===== config.mk =====
export PLATFORM = sky130hd
export DESIGN_NAME = traffic_countdown_display_flat
export DESIGN_NICKNAME = d
export VERILOG_FILES = /design/src/rtl/traffic_countdown_display_pkg.sv /design/src/rtl/traffic_countdown_display_if.sv /design/src/rtl/traffic_countdown_display_seg7.sv /design/src/rtl/traffic_countdown_display.sv /design/src/flat_wrapper.sv
export SDC_FILE = /design/constraint.sdc
export NUM_CORES = 1
export LEC_CHECK = 0
export ABC_AREA = 0
export BUFFER_PORTS_ARGS = -buffer_cell sky130_fd_sc_hd__buf_2
export CORE_MARGIN = 8
export CORE_UTILIZATION = 35
export DETAILED_ROUTE_END_ITERATION = 6
export SKIP_LAST_GASP = 1
export SLEW_MARGIN = 40
export SYNTH_ARGS = -nofsm -noshare
export SYNTH_HDL_FRONTEND = slang
export SYNTH_SLANG_ARGS = --single-unit

===== constraint.sdc =====
create_clock -name clk -period 4.2 [get_ports clk]
set_input_delay 0.21 -clock clk [delete_from_list [all_inputs] [get_ports clk]]
set_output_delay 0.21 -clock clk [all_outputs]
set_load 0.005 [all_outputs]

===== src/rtl/traffic_countdown_display_pkg.sv =====
// Shared types and constants for the traffic countdown display: lamp codes,
// phase durations, 7-segment patterns and the per-road counter step function.
package traffic_pkg;

    typedef logic [2:0] lamp_t;

    localparam lamp_t LAMP_G = 3'b100;
    localparam lamp_t LAMP_Y = 3'b010;
    localparam lamp_t LAMP_R = 3'b001;

    localparam logic [4:0] MAIN_G_DUR = 5'd15;
    localparam logic [4:0] MAIN_Y_DUR = 5'd3;
    localparam logic [4:0] MAIN_R_DUR = 5'd10;
    localparam logic [4:0] AUX_G_DUR  = 5'd7;
    localparam logic [4:0] AUX_Y_DUR  = 5'd3;
    localparam logic [4:0] AUX_R_DUR  = 5'd18;

    // Segment order {a,b,c,d,e,f,g}, active-high; index = digit value.
    localparam logic [9:0][6:0] SEG_DIGIT = {
        7'b1111011, 7'b1111111, 7'b1110000, 7'b1011111, 7'b1011011,
        7'b0110011, 7'b1111001, 7'b1101101, 7'b0110000, 7'b1111110
    };
    localparam logic [6:0] SEG_BLANK = 7'b0000000;
    localparam logic [6:0] SEG_DASH  = 7'b0000001;

    localparam logic [3:0] CODE_BLANK = 4'd10;
    localparam logic [3:0] CODE_DASH  = 4'd11;

    typedef struct packed {
        logic [4:0] cnt;
        logic       fault;
    } road_next_t;

    function automatic logic lamp_valid(input lamp_t lamp);
        return (lamp == LAMP_G) || (lamp == LAMP_Y) || (lamp == LAMP_R);
    endfunction

    // One road's next count: a phase change reloads even if a tick coincides.
    function automatic road_next_t road_step(
        input lamp_t      prev,
        input lamp_t      lamp,
        input logic [4:0] cnt,
        input logic       tick,
        input logic [4:0] dur_g,
        input logic [4:0] dur_y,
        input logic [4:0] dur_r
    );
        road_next_t r;
        r.cnt   = cnt;
        r.fault = 1'b0;
        if (!lamp_valid(lamp)) begin
            r.cnt   = 5'd0;
            r.fault = 1'b1;
        end else if (lamp != prev) begin
            r.cnt = (lamp == LAMP_G) ? dur_g : (lamp == LAMP_Y) ? dur_y : dur_r;
        end else if (tick) begin
            if (cnt > 5'd1)
                r.cnt = cnt - 5'd1;
            else if (cnt == 5'd1)
                r.fault = 1'b1;
        end
        return r;
    endfunction

endpackage


===== src/rtl/traffic_countdown_display_if.sv =====
// Lamp/tick inputs and countdown/display outputs of the countdown display.
interface traffic_countdown_display_if;
    logic       sec_tick;
    logic [2:0] light_main;
    logic [2:0] light_auxiliary;
    logic [4:0] cnt_main;
    logic [4:0] cnt_aux;
    logic [6:0] seg;
    logic [3:0] an;
    logic       err;

    modport master (output sec_tick, light_main, light_auxiliary,
                    input  cnt_main, cnt_aux, seg, an, err);
    modport slave  (input  sec_tick, light_main, light_auxiliary,
                    output cnt_main, cnt_aux, seg, an, err);
endinterface


===== src/rtl/traffic_countdown_display_seg7.sv =====
// Combinational 7-segment decoder: 0-9 digits, 10 blank, 11 dash.
module seg7_decoder
    import traffic_pkg::*;
(
    input  logic [3:0] code,
    output logic [6:0] seg
);
    always_comb begin
        seg = SEG_BLANK;
        case (code)
            4'd0, 4'd1, 4'd2, 4'd3, 4'd4,
            4'd5, 4'd6, 4'd7, 4'd8, 4'd9: seg = SEG_DIGIT[code];
            CODE_DASH:                    seg = SEG_DASH;
            default:                      seg = SEG_BLANK;
        endcase
    end
endmodule


===== src/rtl/traffic_countdown_display.sv =====
// Per-road countdown tracking of the traffic controller plus a 4-digit
// multiplexed 7-segment display of both counts.
module traffic_countdown_display
    import traffic_pkg::*;
#(
    parameter logic [15:0] SCAN_DIV = 16'd50000
) (
    input  logic                          clk,
    input  logic                          RST,
    traffic_countdown_display_if.slave    bus
);
    localparam logic [15:0] DIV_LAST = SCAN_DIV - 16'd1;

    lamp_t       prev_main, prev_aux;
    logic [4:0]  cnt_main_q, cnt_aux_q;
    logic        err_q;
    logic [15:0] div_q;
    logic [1:0]  idx_q;
    logic [3:0]  an_q;
    logic [6:0]  seg_q;

    road_next_t  nxt_main, nxt_aux;
    logic [4:0]  disp_cnt;
    logic        disp_bad, tens;
    logic [3:0]  units, code;
    logic [6:0]  seg_dec;

    assign nxt_main = road_step(prev_main, bus.light_main, cnt_main_q, bus.sec_tick,
                                MAIN_G_DUR, MAIN_Y_DUR, MAIN_R_DUR);
    assign nxt_aux  = road_step(prev_aux, bus.light_auxiliary, cnt_aux_q, bus.sec_tick,
                                AUX_G_DUR, AUX_Y_DUR, AUX_R_DUR);

    // idx 3/2 show the main road, 1/0 the auxiliary; odd index is the tens digit.
    always_comb begin
        disp_cnt = idx_q[1] ? cnt_main_q : cnt_aux_q;
        disp_bad = idx_q[1] ? !lamp_valid(bus.light_main) : !lamp_valid(bus.light_auxiliary);
        tens     = (disp_cnt >= 5'd10);
        units    = 4'(tens ? disp_cnt - 5'd10 : disp_cnt);
        if (disp_bad)
            code = CODE_DASH;
        else if (idx_q[0])
            code = tens ? 4'd1 : CODE_BLANK;
        else
            code = units;
    end

    seg7_decoder u_dec (
        .code (code),
        .seg  (seg_dec)
    );

    always_ff @(posedge clk) begin
        if (RST) begin
            prev_main  <= LAMP_G;
            prev_aux   <= LAMP_R;
            cnt_main_q <= MAIN_G_DUR;
            cnt_aux_q  <= AUX_R_DUR;
            err_q      <= 1'b0;
            div_q      <= 16'd0;
            idx_q      <= 2'd3;
            an_q       <= 4'b0111;
            seg_q      <= SEG_DIGIT[1];
        end else begin
            prev_main  <= bus.light_main;
            prev_aux   <= bus.light_auxiliary;
            cnt_main_q <= nxt_main.cnt;
            cnt_aux_q  <= nxt_aux.cnt;
            err_q      <= err_q | nxt_main.fault | nxt_aux.fault;
            if (div_q == DIV_LAST) begin
                div_q <= 16'd0;
                idx_q <= idx_q - 2'd1;
            end else begin
                div_q <= div_q + 16'd1;
            end
            // an and seg both register off the same index so they switch together.
            an_q  <= ~(4'b0001 << idx_q);
            seg_q <= seg_dec;
        end
    end

    assign bus.cnt_main = cnt_main_q;
    assign bus.cnt_aux  = cnt_aux_q;
    assign bus.err      = err_q;
    assign bus.an       = an_q;
    assign bus.seg      = seg_q;

endmodule


===== src/flat_wrapper.sv =====
// flat-port wrapper written by rule: the top's interface ports become plain ports
module traffic_countdown_display_flat import traffic_pkg::*;
#(
    parameter logic [15:0] SCAN_DIV = 16'd50000
)
  (clk, RST, bus_sec_tick, bus_light_main, bus_light_auxiliary, bus_cnt_main, bus_cnt_aux, bus_seg, bus_an, bus_err);
  traffic_countdown_display_if bus_i ();
  input  logic clk;
  input  logic RST;
  input wire logic [$bits(bus_i.sec_tick)-1:0] bus_sec_tick;
  input wire logic [$bits(bus_i.light_main)-1:0] bus_light_main;
  input wire logic [$bits(bus_i.light_auxiliary)-1:0] bus_light_auxiliary;
  output wire logic [$bits(bus_i.cnt_main)-1:0] bus_cnt_main;
  output wire logic [$bits(bus_i.cnt_aux)-1:0] bus_cnt_aux;
  output wire logic [$bits(bus_i.seg)-1:0] bus_seg;
  output wire logic [$bits(bus_i.an)-1:0] bus_an;
  output wire logic [$bits(bus_i.err)-1:0] bus_err;
  assign bus_i.sec_tick = bus_sec_tick;
  assign bus_i.light_main = bus_light_main;
  assign bus_i.light_auxiliary = bus_light_auxiliary;
  assign bus_cnt_main = bus_i.cnt_main;
  assign bus_cnt_aux = bus_i.cnt_aux;
  assign bus_seg = bus_i.seg;
  assign bus_an = bus_i.an;
  assign bus_err = bus_i.err;
  traffic_countdown_display #(.SCAN_DIV(SCAN_DIV)) u_core (.clk(clk), .RST(RST), .bus(bus_i));
endmodule

==> metrics.cfg, run 1 <==
[drt]
top_layer = met4
finalWirelength_mm = 5.709
first_pass_iters = 4
drc_errors = 0
m1WireLength_mm = 2.543
wl_met2_mm = 2.752
wire_per_inst_um = 12.86
via_count = 2256
final_antenna_net_count = 0
dr_wl_met3_um = 307
drt_iter0_markers = 77
viasPerCell = 5.081

[global_routing]
antenna_found_initial = 0
grt_max_degree = 30
grt_usage = 0.1096
first_global_vias = 2170
overflow = 0
grt_first_pass_wirelength_mm = 10.07

[power]
p_sw_frac = 0.2851
p_leak_uw = 0.001268
p_per_area_mw_per_mm2 = 298.3
power_frac_seq = 0.533
ir_drop_uv = 105.5
pwr-share-comb = 0.179
p_int_uw = 640.1
clkPwrFrac = 0.288
switching_power_uw = 255.3

[cts]
path_clk_slew_ns = 0.09
cts_root_buf = clkbuf_8
hold_buffers = 0
cts_resized = 0
htree_levels = 2
cts_sinks = 46
cts_tree = yes
post_cts_buffers = 0
numCtsBuffers = 5
cts_buffer_depth = 2
insertion_delay_ns = 0.30

[min_path]
holdCritPathClass = in2reg

[die]
fp.coreArea_sq_mm = 0.007607
ioPinCount = 31
fp-row-count = 32
start_util = 0.3553
die_h_um = 103.9
dieWidth_um = 103.9
fp.dieArea_sq_mm = 0.01079

[timing]
timing.setup.tns_ns = 0
clock.fmax_mhz = 292.2
setup_viol = 0
min_period_ns = 3.422
slew_headroom = 0.5526
slew_violations = 0
hold_viol = 0
clock_skew_ns = 0.008078
rsz0062_at_grt = no
worst-slew-pin-transition_ns = 0.6660
finalCritPeriodShare = 0.8148

[finish]
n_antenna_cell = 0
layout_commonest_cell = dfxtp_1
syn_to_final_growth_pct = 11.06
design_area_sq_mm = 0.003002
num-fill-cells = 795
drive_gt1_frac = 0.1491
finalNetCount = 369
multiInputGateArea_sq_mm = 0.001663
layout_common_cells = 46 x dfxtp_1, 42 x nor2_1, 30 x buf_2, 21 x a21oi_1
regArea_sq_um = 920.9

[setup_path]
crit_path_frequent_cell = ha_1
critPathLaunchType = flop
worst_path_max_delay_cell = dfxtp_1
endpoint_kind = flop
max_stage_delay_ns = 0.67
worstPathArrival_ns = 3.60
critical_path_class = reg2reg
worstPathMaxFanout = 15
cp_cell_sequence = mux2i_1, ha_1, nor2b_1, o32ai_1, nand3_1, a21oi_1, inv_1, ha_1, nor2_1, o21ai_1, a22oi_2, a32oi_1
crit_required_ns = 4.38

[synth]
syn_avg_cell_area_sq_um = 8.553
yosysTopAreaCellShare = 0.3407
syn_nets = 343
yosysUniqueCellTypes = 54
ys_warn_count = 0
ys_seq_area_frac = 0.3407
syn_inst = 316
yosys.area.top_type = dfxtp_1
synth.area.top_cells = dfxtp_1 34%, ha_1 8.3%, nor2_1 5.8%
netlist_area_sq_mm = 0.002703
synth_edf_count = 0
synth_seq_cells = 46
ys.flop_type = dfxtp_1
async_flop_share = 0

[place]
gp_congestion = 0.8214
io_buffer_count = 30
dpl.hpwl_mm = 4.254
placed_area_sq_mm = 0.002925

[flow_run]
max_cap_viol_count = 0

[status]
outcome = finished clean

[cell families after synthesis]
logic type                 count (synthesis)  share of synthesized area
AOI/OAI and AO/OA                         62                     0.1625
and+or+nand+nor                          124                     0.2398
muxes                                      8                    0.03241
buffers and inverters                     28                    0.04398
adders and majority gates                 18                    0.08333
xor gates and xnor gates                  30                    0.09722
DFF                                       46                     0.3407
[power by group through the flow]
| stage | Combinational, uW | Clock (uW) | Sequential, uW |
|---|---|---|---|
| 6_report | 160 | 258 | 477 |
| 5_1_grt | 182 | 286 | 481 |
| 4_1_cts | 161 | 270 | 478 |
| 3_5_place_dp | 160 | 0 | 488 |
| 3_3_place_gp | 159 | 0 | 488 |
| 2_1_floorplan | 116 | 0 | 484 |
[layout make-up]
cell class,instances,area share
Tap cell,102,0.04252
Timing Repair Buffer,30,0.05002
Clock buffer,7,0.02543
Inverter,17,0.02126
Sequential cell,46,0.3068
Multi-Input combinational cell,242,0.5540
[metrics by stage]
stage / instances / hold slack (ns) / setup WS, ns / power, uW / util
floorplan: 316 / 0.3731 / 1.284 / 600.4 / -
global placement: 437 / 0.4428 / 0.8824 / 647.2 / 0.3845
detailed placement: 437 / 0.4554 / 0.7651 / 647.7 / 0.3845
CTS: 444 / 0.2344 / 0.7623 / 908.8 / 0.3946
global route: 444 / 0.2408 / 0.3773 / 948.9 / 0.3946
finish: 444 / 0.2395 / 0.7780 / 895.4 / 0.3946
[per-layer routing]
layer	GRT usage	up-vias
met5	0	-
met3	0.03098	12
met2	0.1856	61
li1	-	1150
met1	0.1267	1033
met4	0.04550	0
[worst paths after layout]
kind                      from             endpoint  slack [ns]  depth (start not counted)
max            u_core.idx_q[1]    u_core.bus.seg[0]        0.78                         12
min          bus_light_main[2]  u_core.prev_main[2]        0.24                          2
max reg2reg    u_core.idx_q[1]    u_core.bus.seg[0]        0.78                         12
min reg2reg    u_core.div_q[0]      u_core.div_q[0]        0.47                          1
[cell usage after synthesis, types with 6 or more instances]
cell	count
inv_1	17
a21oi_1	21
o21ai_0	6
nor3_1	7
dfxtp_1	46
xor2_1	18
xnor2_1	12
nand3_1	13
ha_1	18
nor2_1	42
nand2_1	18
nand2b_1	7
[worst max-delay path: cells and delay by family (launching register included)]
family | cells | cell delay [ns]
AO/OA/AOI/OAI | 5 | 1.20
flip-flops | 1 | 0.67
adder cells (fa/ha/maj) | 2 | 0.52
multiplexers | 1 | 0.40
buffers and inverters | 1 | 0.17
AND/OR/NAND/NOR | 3 | 0.34
[registers in the layout, summed over array words and instances, names as in the netlist]
register,count
u_core.div_q,16
u_core.bus.seg,7
u_core.bus.cnt_aux,5
u_core.bus.cnt_main,5
u_core.bus.an,4
u_core.prev_aux,3
u_core.prev_main,3
u_core.idx_q,2
u_core.bus.err,1
No activity file was read; power rests on OpenSTA's default activity.
==> run 2: changes to the inputs <==
clock period = 3.35 ns   (was 4.2 ns; I/O delays follow)
==> run 2 against run 1 <==
  * Sequential cell count unchanged
  * Wire length up 1.0%
  * Critical path depth rose by 1
  * Clock power grew 62%
  * Power grew 36%
  * Sequential share of layout area shrank 0.64 points
  * Final area rose by 2.1%
  * First-iteration DRC count is 100% higher
  * Clock skew shrank 0.0054 ns
  * Critical path type unchanged
  * Largest power group unchanged
==> metrics.cfg, run 2 (synthesis gave the netlist of run 1 again) <==
[status]
outcome = finished clean

[cts]
cts_tree = yes
cts_root_buf = clkbuf_8
cts_sinks = 46
cts_buffer_depth = 2
insertion_delay_ns = 0.30
numCtsBuffers = 5
path_clk_slew_ns = 0.09
hold_buffers = 0
htree_levels = 2

[power]
ir_drop_uv = 146.8
p_leak_uw = 0.001285
p_sw_frac = 0.2759
power.total_uw = 1220
p_int_uw = 883.1
clkPwrFrac = 0.342
pwr-share-comb = 0.168
p_per_area_mw_per_mm2 = 397.8
switching_power_uw = 336.4
power_frac_seq = 0.490

[global_routing]
grt_usage = 0.1094
antenna_found_initial = 0
first_global_vias = 2094
grt_max_degree = 30
grt_first_pass_wirelength_mm = 10.09
overflow = 0

[drt]
wire_per_inst_um = 12.90
drc_errors = 0
finalWirelength_mm = 5.768
first_pass_iters = 6
via_count = 2198
final_antenna_net_count = 0
drt_iter0_markers = 154
viasPerCell = 4.917

[setup_path]
r2r_cells = 13
max_stage_delay_ns = 0.48
regToRegSetupSlack_ns = 0.36
worstPathArrival_ns = 3.16
critPathTopFamily = compound AO/OA/AOI/OAI gates
worstPathMaxFanout = 5
critPathLaunchType = flop
critical_path_class = reg2reg
worst-path-stages = 13
cp_cell_sequence = mux2i_2, ha_1, nor2b_1, o32ai_2, nand2_1, xor2_1, nand2_1, inv_1, ha_1, nor2_1, o21ai_1, a22oi_2, a32oi_1
r2r-end = u_core.bus.seg[0]
worst_path_max_delay_cell = dfxtp_1
worstPathBufferInverterCount = 1
crit_required_ns = 3.52
rr_startpoint = u_core.idx_q[1]
endpoint_kind = flop
cp-startpoint = u_core.idx_q[1]

[timing]
setup_viol = 0
worst-slew-pin-transition_ns = 0.7096
min_period_ns = 2.991
clock_skew_ns = 0.002721
slew_headroom = 0.5233
rsz0062_at_grt = no
finalCritPeriodShare = 0.8929
slew_violations = 0
clock.fmax_mhz = 334.3
timing.setup.tns_ns = 0
hold_viol = 0

[place]
io_buffer_count = 30
gp_congestion = 0.8520
dpl.hpwl_mm = 4.257

[finish]
layout_commonest_cell = dfxtp_1
syn_to_final_growth_pct = 13.43
drive_gt1_frac = 0.1681
largest_reg_flops = 16
num-fill-cells = 797
n_antenna_cell = 0
finalNetCount = 371
layout_common_cells = 46 x dfxtp_1, 42 x nor2_1, 30 x buf_2, 21 x a21oi_1
regMostFlops = u_core.div_q

[min_path]
hold_end = u_core.prev_main[2]
holdCritPathClass = in2reg
hold_depth = 2
hp-start = bus_light_main[2]

[die]
fp.dieArea_sq_mm = 0.01079
fp.coreArea_sq_mm = 0.007607
fp-row-count = 32
ioPinCount = 31
dieWidth_um = 103.9
die_h_um = 103.9
start_util = 0.3553

[flow_run]
max_cap_viol_count = 0

==> run 2: cell types whose count changed in the layout (fill, tap and decap cells not counted) <==
cell / delta
clkinvlp_4: +2
buf_4: +2
o32ai_1: -1
bufinv_16: +1
mux2i_1: -1
mux2i_2: +1
o32ai_2: +1
clkbuf_1: -2
==> run 2: layout make-up <==
type                       instances  area, sq um  area share
timing repair buffer              32        165.2     0.05388
inverter                          17        63.81     0.02082
sequential                        46        920.9      0.3004
clock inverter                     3        45.04     0.01469
multi-input combinational        242         1674      0.5461
clock buffer                       5        68.82     0.02245
tap                              102        127.6     0.04163
==> run 2: worst max-delay path by stage <==
stage                     slack [ns]           endpoint
final                           0.36  u_core.bus.seg[0]
after CTS                       0.27  u_core.bus.seg[0]
after floorplan                 0.43  u_core.bus.seg[0]
after global routing            0.07  u_core.bus.seg[0]
after detailed placement        0.28  u_core.bus.seg[0]
after global placement          0.40  u_core.bus.seg[0]
==> run 2: layer usage <==
layer / global-route usage / share of wire
met5: 0 / 0
met4: 0.02792 / 0.0095
met3: 0.03284 / 0.047
met2: 0.1797 / 0.46
met1: 0.1359 / 0.48
==> run 2: worst register-to-register path, stage by stage (launching register included) <==
cell and delay [ns]:
dfxtp_1 0.48, mux2i_2 0.34, ha_1 0.27, nor2b_1 0.10, o32ai_2 0.24, nand2_1 0.10
xor2_1 0.17, nand2_1 0.15, inv_1 0.12, ha_1 0.21, nor2_1 0.17, o21ai_1 0.13
a22oi_2 0.29, a32oi_1 0.11
==> run 2: through the flow <==
| stage | cell area [sq um] | hold WS (ns) | utilization | setup WS (ns) | std cells |
|---|---|---|---|---|---|
| floorplan | 2703 | 0.3306 | - | 0.4337 | 316 |
| CTS | 3054 | 0.1775 | 0.4015 | 0.2720 | 447 |
| detailed placement | 2940 | 0.4596 | 0.3865 | 0.2828 | 439 |
| finish | 3065 | 0.1926 | 0.4030 | 0.3588 | 447 |
| global route | 3065 | 0.1894 | 0.4030 | 0.07471 | 447 |
| global placement | 2940 | 0.4456 | 0.3865 | 0.4018 | 439 |
==> run 2: power by group through the flow <==
stage          Sequential (uW)  Clock, uW  Combinational, uW
2_1_floorplan              607          0                145
3_3_place_gp               610          0                202
3_5_place_dp               610          0                204
4_1_cts                    598        440                205
5_1_grt                    603        460                233
6_report                   598        417                205
==> run 2: repair_timing <==
| item | in CTS | in global routing |
|---|---|---|
| endpoints found under the setup margin | 0 | 5 |
| setup buffers | 0 | 0 |
| gates resized for setup | 0 | 2 |
